==> src/rtl/pwm_compare.sv <==
// PWM compare/output stage fed by an up-counter. Duty updates are double-buffered:
// a handshake loads a shadow register, which becomes active only at the period wrap.
module pwm_compare #(
  parameter int            BITS      = 4,
  parameter bit            POLARITY  = 1'b0,
  parameter logic [BITS:0] INIT_DUTY = '0
) (
  input  logic          clk,
  input  logic          rstn,
  input  logic          en,
  input  logic [BITS-1:0] cnt,
  input  logic [BITS:0] duty_in,
  input  logic          duty_valid,
  output logic          duty_ready,
  output logic          pwm_out,
  output logic          period_done,
  output logic          update_ack
);

  localparam logic [BITS:0]   FULL_DUTY = {1'b1, {BITS{1'b0}}};
  localparam logic [BITS-1:0] CNT_MAX   = {BITS{1'b1}};

  typedef enum logic {IDLE, PENDING} state_e;

  state_e        state_q, state_d;
  logic [BITS:0] shadow_q, shadow_d;
  logic [BITS:0] duty_act_q, duty_act_d;
  logic          pwm_q, pwm_d;
  logic          period_done_q, period_done_d;
  logic          update_ack_q, update_ack_d;

  logic          wrap;
  logic [BITS:0] duty_sat;

  assign wrap     = en && (cnt == CNT_MAX);
  assign duty_sat = (duty_in > FULL_DUTY) ? FULL_DUTY : duty_in;

  always_comb begin
    // NOTE: every signal gets a default before any branch, so no path leaves
    // a variable unassigned and no latch is inferred.
    state_d       = state_q;
    shadow_d      = shadow_q;
    duty_act_d    = duty_act_q;
    pwm_d         = pwm_q;
    period_done_d = wrap;
    update_ack_d  = 1'b0;

    unique case (state_q)
      IDLE: begin
        if (duty_valid) begin
          shadow_d = duty_sat;
          state_d  = PENDING;
        end
      end
      PENDING: begin
        // A value accepted on a wrap cycle is still IDLE here, so it waits a full period.
        if (wrap) begin
          duty_act_d   = shadow_q;
          update_ack_d = 1'b1;
          state_d      = IDLE;
        end
      end
    endcase

    // Compare uses the current active duty; a swap on this edge is seen from cnt==0 on.
    if (en) begin
      pwm_d = POLARITY ^ ({1'b0, cnt} < duty_act_q);
    end
  end

  // NOTE: state registers use non-blocking assignments so all of them update
  // together from values sampled before the edge.
  always_ff @(posedge clk or negedge rstn) begin
    if (!rstn) begin
      state_q       <= IDLE;
      shadow_q      <= '0;
      duty_act_q    <= INIT_DUTY;
      pwm_q         <= POLARITY;
      period_done_q <= 1'b0;
      update_ack_q  <= 1'b0;
    end else begin
      state_q       <= state_d;
      shadow_q      <= shadow_d;
      duty_act_q    <= duty_act_d;
      pwm_q         <= pwm_d;
      period_done_q <= period_done_d;
      update_ack_q  <= update_ack_d;
    end
  end

  assign duty_ready  = (state_q == IDLE);
  assign pwm_out     = pwm_q;
  assign period_done = period_done_q;
  assign update_ack  = update_ack_q;

endmodule
==> config.mk <==
export PLATFORM = sky130hd
export DESIGN_NAME = pwm_compare
export DESIGN_NICKNAME = d
export VERILOG_FILES = /design/src/rtl/pwm_compare.sv
export SDC_FILE = /design/constraint.sdc
export NUM_CORES = 1
export LEC_CHECK = 0
export BUFFER_PORTS_ARGS = -buffer_cell sky130_fd_sc_hd__buf_2
export CORE_AREA = 3 3 40 42
export CTS_CLUSTER_SIZE = 12
export DETAILED_ROUTE_END_ITERATION = 6
export DIE_AREA = 0 0 43 45
export PLACE_DENSITY_LB_ADDON = 0.15
export SLEW_MARGIN = 10
export SYNTH_ARGS = -nofsm -noshare
export SYNTH_HDL_FRONTEND = slang
export SYNTH_SLANG_ARGS = --single-unit
==> constraint.sdc <==
create_clock -name clk -period 3 [get_ports clk]
set_input_delay 0 -clock clk [delete_from_list [all_inputs] [get_ports clk]]
set_output_delay 0 -clock clk [all_outputs]
set_load 0.05 [all_outputs]
==> out/qor.txt, run 1 <==
Status = finished clean
Top Family by Delay on Critical Path = flip-flops
Syn_nets = 70
Fin. max-slew vios = 0
Buf/Inv on CP = 1
Mapped Cells = 54
Clock sinks = 14
Tmin final = 1.29 ns
Post-route DRC = 0
# placed instances = 84
Leading area contributor after synthesis = dfrtp_1
Async set-or-reset flop fraction in the synthesized netlist = 100%
Top cells by area, synth = dfrtp_1, mux2_2, ha_1, nand2b_1, o21ai_0
Routed len/inst = 12.3 um
Max-cap violations = 0
Critical path capture point type = flip-flop
TritonCTS clock tree = done
Die W = 43 um
Setup violators final = 0
Share of layout cells above drive strength 1 = 35.9%
Area of the core = 0.00128 mm2
Setup WS post-layout = 1.71 ns
Worst-path fanout max = 7
Io pins = 17
R2r setup slk = 1.71 ns
Via/cell ratio = 4.81
Yosys cell types = 17
Max incr delay on CP = 0.40 ns
Largest net degree at the start of global routing = 15
# diodes = 0
VDD IR max = 0.335 mV
Hold Vio Cnt, Final = 0
Vias = 447
GRT Overall Usage = 14.4%
Final wirelength = 1150 um
Critical Path RT = 3.16 ns
EDFF count, synth = 0
Ys flop type = dfrtp_1
# resized after CTS = 0
Worst path cell trace = inv_2 > nor3_4 > mux2_2
Final cell count without fillers = 93
Clk root buf = clkbuf_4
Startpoint Class = flip-flop
Setup TNS = 0 ns
Syn_area_per_cell = 11.6 um2
Critical path's slowest cell = dfrtp_1
YS warnings = 0
Antenna viol nets, final = 0
Peak Freq = 0.773 GHz
Max Root-Sink Buffers = 2
Clk slew on worst S/H paths = 0.08 ns
Share of the synthesized area in the top cell type = 55.8%
Filler instances = 118
Lkg Pwr = 0.395 nW
Gr ovfl total = 0
Die ar. = 0.00194 mm2
Headroom to the max-slew limit = 77.5%
Synthesis-stage register bit count = 14
CTS Buf Count = 3
Sequential area share after synthesis = 55.8%
Global-route wire length before repair = 1950 um
Worst-skew pair later-pin latency = 0.27 ns
Pwr dens = 591 mW/mm2
Hold Path Class = input port to flip-flop
Iteration-0 DRC Markers = 0
Setup Slack @ Placement = 1.72 ns
Initial core utilization = 48.9%
Area delta synth->final = 28.1%
RD Place Congestion = 0.769
I/O Buffers = 16
Critical path data arrival time = 1.45 ns
Tightest Pin Transition = 0.336 ns
Unrepaired setup endpoints after global routing = no
Vias in the first global route = 466
Period utilisation layout = 43.1%
Row count = 13
Setup Fix Bufs, Post-CTS = 0
Die H = 45 um
Mapped cell area = 628 um2
CP Class = flip-flop to flip-flop
Post-DP HPWL = 861 um
Depth of the CTS H-tree = 1
Core Util, Final = 62.6%
DRT Pass-1 Iters = 1
Initial antenna violation count = 0
Max Clock Skew = 0.00383 ns
Final net count = 96
[worst reg2reg max path, cell delays in order (launching register included)]
cell	delay (ns)
dfrtp_1	0.40
inv_2	0.06
nor3_4	0.34
mux2_2	0.38
[cells by family after synthesis]
family | count (synthesis) | synth area share (%)
mux | 6 | 10.8
buf+inv | 6 | 3.78
simple gates | 17 | 15.7
fa+ha+maj | 3 | 5.98
compound gates | 8 | 7.97
flops | 14 | 55.8
[per-stage QoR]
step / cell area [um2] / hold slack, ns / total power [mW]
after floorplan: 628 / -0.296 / 0.334
after global placement: 722 / -0.0899 / 0.366
after detailed placement: 722 / -0.0840 / 0.373
after CTS: 805 / 0.00231 / 0.482
after global routing: 805 / 0.0160 / 0.511
final: 805 / 0.00687 / 0.475
[state kept, by name, indices dropped and copies added (netlist names)]
name         flops
duty_act_q       5
period_done      1
pwm_out          1
shadow_q         5
state_q          1
update_ack       1
[placed cells by master, fill, tap and decap left out]
| cell | Yosys | routed |
|---|---|---|
| a211oi_1 | 1 | 1 |
| a21oi_1 | 1 | 1 |
| a41oi_1 | 1 | 1 |
| buf_2 | 1 | 16 |
| clkbuf_4 | 0 | 3 |
| dfrtp_1 | 14 | 14 |
| dlygate4sd3_1 | 0 | 6 |
| ha_1 | 3 | 3 |
| inv_1 | 4 | 4 |
| inv_2 | 1 | 1 |
| mux2_2 | 6 | 6 |
| nand2_1 | 5 | 5 |
| nand2b_1 | 5 | 5 |
| nand3_2 | 1 | 1 |
| nor2_1 | 4 | 4 |
| nor3_4 | 1 | 1 |
| o21ai_0 | 4 | 4 |
| o32ai_1 | 1 | 1 |
| or2b_1 | 1 | 1 |
[area by class of cell]
cell class	count	area, um2	share of cell area (%)
inverter	5	18.8	2.33
multi-input combinational	34	254	31.6
timing repair buffer	22	140	17.4
tap	15	18.8	2.33
clock buffer	3	22.5	2.80
sequential	14	350	43.5
[layer usage]
metal	vias up	wire length [um]	track usage [%]
met5	-	0	0
met4	0	10	9.04
met3	2	100	5.18
met2	17	572	25.1
met1	198	463	14.6
li1	230	-	-
[path summary, 6_finish.rpt]
path / start / end / cells past startpoint
max: state_q$_DFF_PN0_ / duty_act_q[4]$_DFFE_PN0P_ / 3
min in group asynchronous: rstn / duty_act_q[0]$_DFFE_PN0P_ / 2
min reg2reg: shadow_q[3]$_DFFE_PN0P_ / shadow_q[3]$_DFFE_PN0P_ / 2
min: duty_in[4] / shadow_q[4]$_DFFE_PN0P_ / 2
max in group asynchronous: rstn / update_ack$_DFF_PN0_ / 2
max reg2reg: state_q$_DFF_PN0_ / duty_act_q[4]$_DFFE_PN0P_ / 3
[synth_stat cells, types with 3 or more instances]
cell type / count
ha_1: 3
inv_1: 4
dfrtp_1: 14
mux2_2: 6
nor2_1: 4
nand2b_1: 5
nand2_1: 5
o21ai_0: 4
[report_power, final]
part           total [mW]  internal [mW]  switching, mW
sequential          0.249          0.229         0.0200
combinational       0.124         0.0561         0.0681
clock               0.102         0.0465         0.0552
[repair_timing]
| action | in CTS | in global routing |
|---|---|---|
| hold buffers | 6 | 0 |
| endpoints found under the setup margin | 0 | 0 |
| hold endpoints to repair | 19 | 0 |
Power figures use the tool's default switching activity.
==> run 2, diff against run 1 <==
--- a/config.mk
+++ b/config.mk
@@ -6,10 +6,10 @@
 export NUM_CORES = 1
 export LEC_CHECK = 0
 export BUFFER_PORTS_ARGS = -buffer_cell sky130_fd_sc_hd__buf_2
-export CORE_AREA = 3 3 40 42
+export CORE_MARGIN = 3
+export CORE_UTILIZATION = 43
 export CTS_CLUSTER_SIZE = 12
 export DETAILED_ROUTE_END_ITERATION = 6
-export DIE_AREA = 0 0 43 45
 export PLACE_DENSITY_LB_ADDON = 0.15
 export SLEW_MARGIN = 10
 export SYNTH_ARGS = -nofsm -noshare
==> constraint.sdc (replaced) <==
create_clock -name clk -period 1.1 [get_ports clk]
set_input_delay 0 -clock clk [delete_from_list [all_inputs] [get_ports clk]]
set_output_delay 0 -clock clk [all_outputs]
set_load 0.05 [all_outputs]
==> run 2 against run 1 <==
Compared with the run above:
- the run now ends with setup timing left
- setup slack got worse by 1.8 ns
- first-iteration DRC count increased by 1
- power grew to 3.2 times the previous value
- clock-buffer cell count rose by 1
- clock skew about the same
- core utilization rose by 8.1 points
- sequential cell count did not move
- critical path type unchanged
==> out/qor.txt, run 2 (synthesis gave the netlist of run 1 again) <==
Worst-skew pair later-pin latency = 0.27 ns
Hold Path Class = input port to flip-flop
Gr ovfl total = 0
Post-route DRC = 0
Worst reg2reg path depth = 5
Die H = 44.2 um
Reg area = 350 um2
Commonest non-fill, non-tap cell in the layout = buf_2
Antenna viol nets, final = 0
Setup WS post-layout = -0.0873 ns
Failing checks = setup timing
Clk slew on worst S/H paths = 0.08 ns
WHS Endpoint = shadow_q[4]$_DFFE_PN0P_
Max-cap violations = 0
GRT Overall Usage = 15.4%
Initial core utilization = 47.1%
Vias = 496
VDD IR max = 1.07 mV
Pwr dens = 1600 mW/mm2
Peak Freq = 0.842 GHz
Fin. max-slew vios = 0
Io pins = 17
Row count = 13
Area of the core = 0.00133 mm2
Largest net degree at the start of global routing = 15
Max Clock Skew = 0.00424 ns
Period utilisation layout = 108%
Die ar. = 0.00196 mm2
Via/cell ratio = 4.91
Initial antenna violation count = 0
Depth of the CTS H-tree = 1
CP Class = flip-flop to flip-flop
Final wirelength = 1210 um
R2r setup slk = -0.09 ns
Total power = 1.51 mW
Routed len/inst = 12.0 um
Largest registers = duty_act_q x5, shadow_q x5
Worst-path fanout max = 2
TritonCTS clock tree = done
Area occupied by multi-input gates = 313 um2
Vias in the first global route = 523
DRT Pass-1 Iters = 2
Critical path capture point type = flip-flop
# diodes = 0
Critical Path RT = 1.25 ns
RD Place Congestion = 0.778
Clk root buf = clkbuf_4
FF-to-FF End = pwm_out$_DFFE_PN0P_
Unrepaired setup endpoints after global routing = yes
Most frequent cells in the layout = buf_2, dfrtp_1, dlygate4sd3_1, nand2_1, mux2_4
Share of layout cells above drive strength 1 = 50.0%
Post-DP HPWL = 880 um
CTS Buf Count = 3
Final net count = 103
Die W = 44.2 um
Critical path data arrival time = 1.34 ns
Worst hold start = duty_in[4]
Tightest Pin Transition = 0.311 ns
I/O Buffers = 16
Worst R2R Start = duty_act_q[3]$_DFFE_PN0P_
Tmin final = 1.19 ns
Minimum hold slack = 0.0107 ns
Iteration-0 DRC Markers = 1
Hold Crit Depth = 2
Startpoint Class = flip-flop
Status = complete, but fails checks
Setup violators final = 6
Lkg Pwr = 0.464 nW
Global-route wire length before repair = 2160 um
Area delta synth->final = 50.2%
Hold Vio Cnt, Final = 0
Headroom to the max-slew limit = 79.3%
Max Root-Sink Buffers = 2
Clock sinks = 14
Filler instances = 110
run 2: cell types whose count changed in the layout (fill, tap and decap cells not counted), sizes merged:
cell and change:
clkbuf +1, buf +7
run 2: routing by layer:
metal	up-vias	GRT usage [%]	part of all wire (%)	routed length [um]
li1	245	-	-	-
met1	235	17.5	42	507
met2	16	25.9	51	612
met3	0	5.28	7.4	90
met4	0	7.23	0	0
met5	-	0	0	0
run 2: worst max path at each step:
stage	startpoint	to	slack, ns	cells after the start
global placement	state_q$_DFF_PN0_	duty_act_q[3]$_DFFE_PN0P_	-0.08	3
finish	duty_act_q[3]$_DFFE_PN0P_	pwm_out$_DFFE_PN0P_	-0.09	5
CTS	state_q$_DFF_PN0_	duty_act_q[3]$_DFFE_PN0P_	-0.1	4
global route	duty_act_q[2]$_DFFE_PN0P_	pwm_out$_DFFE_PN0P_	-0.19	5
floorplan	state_q$_DFF_PN0_	duty_act_q[0]$_DFFE_PN0P_	-0.09	3
detailed placement	state_q$_DFF_PN0_	duty_act_q[3]$_DFFE_PN0P_	-0.1	3
run 2: layout make-up:
cell class                 instances  share of cell area, %
sequential                        14                   37.1
multi-input combinational         34                   33.2
clock buffer                       4                   3.85
timing repair buffer              29                   21.6
inverter                           5                   2.25
tap                               15                   1.99
run 2: repair_timing:
action,4_1_cts,5_1_grt
pin swaps,3,1
endpoints found under the hold margin,19,0
hold buffers,6,0
buffers inserted,2,1
resized for setup,11,2
setup endpoints to repair,11,10
run 2: power by group:
| part | leakage (nW) | total (mW) | switching [mW] | internal, mW |
|---|---|---|---|---|
| Combinational | 0.265 | 0.459 | 0.216 | 0.244 |
| Clock | 0.0210 | 0.357 | 0.156 | 0.201 |
| Sequential | 0.178 | 0.692 | 0.0661 | 0.626 |
run 2: worst max-delay path, stage by stage, from the launching register on:
cell and delay [ns]:
dfrtp_1 0.38, inv_2 0.06, ha_4 0.26, nor2_2 0.03, o32ai_1 0.26, a41oi_1 0.07
run 2: per-stage QoR:
| stage | instance area, um2 | setup WS [ns] | TNS, ns | utilization (%) | cells |
|---|---|---|---|---|---|
| after CTS | 932 | -0.0955 | -0.508 | 69.9 | 100 |
| after global routing | 943 | -0.187 | -0.683 | 70.7 | 101 |
| final | 943 | -0.0873 | -0.269 | 70.7 | 101 |
| after global placement | 772 | -0.0793 | -0.432 | 57.9 | 88 |
| after detailed placement | 772 | -0.0983 | -0.529 | 57.9 | 88 |
| after floorplan | 648 | -0.0937 | -0.474 | - | 54 |
==> run 3, diff against run 2 <==
--- a/config.mk
+++ b/config.mk
@@ -6,7 +6,6 @@
 export NUM_CORES = 1
 export LEC_CHECK = 0
 export BUFFER_PORTS_ARGS = -buffer_cell sky130_fd_sc_hd__buf_2
-export CORE_MARGIN = 3
 export CORE_UTILIZATION = 43
 export CTS_CLUSTER_SIZE = 12
 export DETAILED_ROUTE_END_ITERATION = 6
==> constraint.sdc (replaced) <==
create_clock -name clk -period 1.1 [get_ports clk]
set_input_delay 0.11 -clock clk [delete_from_list [all_inputs] [get_ports clk]]
set_output_delay 0.11 -clock clk [all_outputs]
set_load 0.05 [all_outputs]
==> run 3 against run 2 <==
Compared with the run above:
- the flow still finishes with violations (setup timing)
- combinational power is 8.9% lower
- maximum frequency is 1.0% higher
- global-route usage is 1.9 points higher
- largest cell class unchanged
- register-to-register slack hardly changed
==> out/qor.txt, run 3 (synthesis gave the netlist of run 1 again) <==
Crit path from = duty_act_q[2]$_DFFE_PN0P_
Filler instances = 113
Global-route wire length before repair = 1790 um
Worst-skew pair later-pin latency = 0.27 ns
Peak Freq = 0.851 GHz
Largest registers = duty_act_q x5, shadow_q x5
Setup violators final = 6
Lkg Pwr = 0.445 nW
Iteration-0 DRC Markers = 1
Routed len/inst = 11.4 um
Largest net degree at the start of global routing = 15
RD Place Congestion = 0.635
Tightest Pin Transition = 0.311 ns
Most frequent cells in the layout = buf_2, dfrtp_1, mux2_4
Critical path capture point type = flip-flop
Row count = 13
Depth of the CTS H-tree = 1
GRT Overall Usage = 17.3%
# placed instances = 89
Antenna viol nets, final = 0
Setup WS post-layout = -0.0751 ns
Startpoint Class = flip-flop
Tmin final = 1.18 ns
Status = complete, but fails checks
Area of the core = 0.00133 mm2
Top Family by Delay on Critical Path = compound AO/OA/AOI/OAI gates
Hold Path Class = input port to flip-flop
Vias in the first global route = 446
Area delta synth->final = 42.6%
Buf/Inv on CP = 1
Final cell count without fillers = 96
Max Clock Skew = 0.00114 ns
CTS Buf Count = 3
Reg area = 350 um2
Critical Path RT = 1.29 ns
DRT Pass-1 Iters = 2
Initial antenna violation count = 0
Clk root buf = clkbuf_4
Worst R2R Start = duty_act_q[2]$_DFFE_PN0P_
Initial core utilization = 47.1%
Post-DP HPWL = 830 um
Hold Vio Cnt, Final = 0
Via/cell ratio = 4.79
Io pins = 17
Fin. max-slew vios = 0
Pwr dens = 1640 mW/mm2
Die W = 40.2 um
Final net count = 98
Max-cap violations = 0
TritonCTS clock tree = done
Area occupied by multi-input gates = 309 um2
Final wirelength = 1100 um
CP Class = flip-flop to flip-flop
I/O Buffers = 16
Post-route DRC = 0
Vias = 460
Critical path's slowest cell = dfrtp_1
Clock sinks = 14
Period utilisation layout = 107%
Worst-path fanout max = 2
Critical path data arrival time = 1.37 ns
Die ar. = 0.00162 mm2
Clk slew on worst S/H paths = 0.08 ns
Headroom to the max-slew limit = 79.2%
Share of layout cells above drive strength 1 = 54.3%
Commonest non-fill, non-tap cell in the layout = buf_2
Gr ovfl total = 0
VDD IR max = 0.940 mV
Setup TNS = -0.306 ns
Worst hold start = duty_in[3]
# diodes = 0
Max Root-Sink Buffers = 2
Worst path cell trace = inv_2 > ha_4 > a211oi_2 > o32ai_1 > a41oi_1
Die H = 40.2 um
Max incr delay on CP = 0.41 ns
Unrepaired setup endpoints after global routing = yes
Failing checks = setup timing
[run 3: cell count changes in the layout (fill, tap and decap cells not counted), sizes merged]
cell | before | now
dlygate4sd3 | 6 | 1
[run 3: stage by stage]
stage / hold WS (ns) / cell area, um2 / total power [mW] / worst slack, ns / util [%]
2_1_floorplan: -0.186 / 648 / 0.937 / -0.0937 / -
3_3_place_gp: 0.0223 / 779 / 1.04 / -0.0861 / 58.4
3_5_place_dp: 0.0188 / 779 / 1.06 / -0.104 / 58.4
4_1_cts: 0.0713 / 867 / 1.46 / -0.101 / 65.0
5_1_grt: 0.0765 / 896 / 1.57 / -0.162 / 67.2
6_report: 0.0716 / 896 / 1.47 / -0.0751 / 67.2
[run 3: final timing paths]
check                                     endpoint  slack, ns  cells after the start
setup / recovery               pwm_out$_DFFE_PN0P_      -0.08                      5
hold / removal             shadow_q[3]$_DFFE_PN0P_       0.07                      3
min in group asynchronous      pwm_out$_DFFE_PN0P_       0.27                      2
hold reg to reg            shadow_q[2]$_DFFE_PN0P_       0.49                      2
setup reg to reg               pwm_out$_DFFE_PN0P_      -0.08                      5
max in group asynchronous  shadow_q[4]$_DFFE_PN0P_       0.60                      2
[run 3: per-layer routing]
layer | vias up | global-route usage (%) | part of all wire, %
li1 | 237 | - | -
met1 | 207 | 19.7 | 45
met2 | 16 | 31.0 | 50
met3 | 0 | 6.67 | 5.3
met4 | 0 | 2.50 | 0
met5 | - | 0 | 0
[run 3: worst register-to-register path: stages, from the launching register on]
cell and delay (ns):
dfrtp_1 0.41, inv_2 0.07, ha_4 0.19, a211oi_2 0.17
o32ai_1 0.09, a41oi_1 0.16
[run 3: cell type report]
type                       instances  area share, %
clock buffer                       4           4.05
inverter                           5           2.37
multi-input combinational         34           34.5
sequential                        14           39.1
tap                               15           2.09
timing repair buffer              24           17.9
[run 3: timing repair]
action / 4_1_cts / 5_1_grt
pin swaps: 1 / 1
endpoints found under the hold margin: 14 / 0
hold buffers: 1 / 0
setup endpoints to repair: 12 / 12
buffers inserted: 1 / 1
resized for setup: 8 / 12
[run 3: power by group]
part / internal [mW] / leakage, nW / switching (mW)
sequential: 0.626 / 0.178 / 0.0675
combinational: 0.216 / 0.246 / 0.202
clock: 0.201 / 0.0210 / 0.154
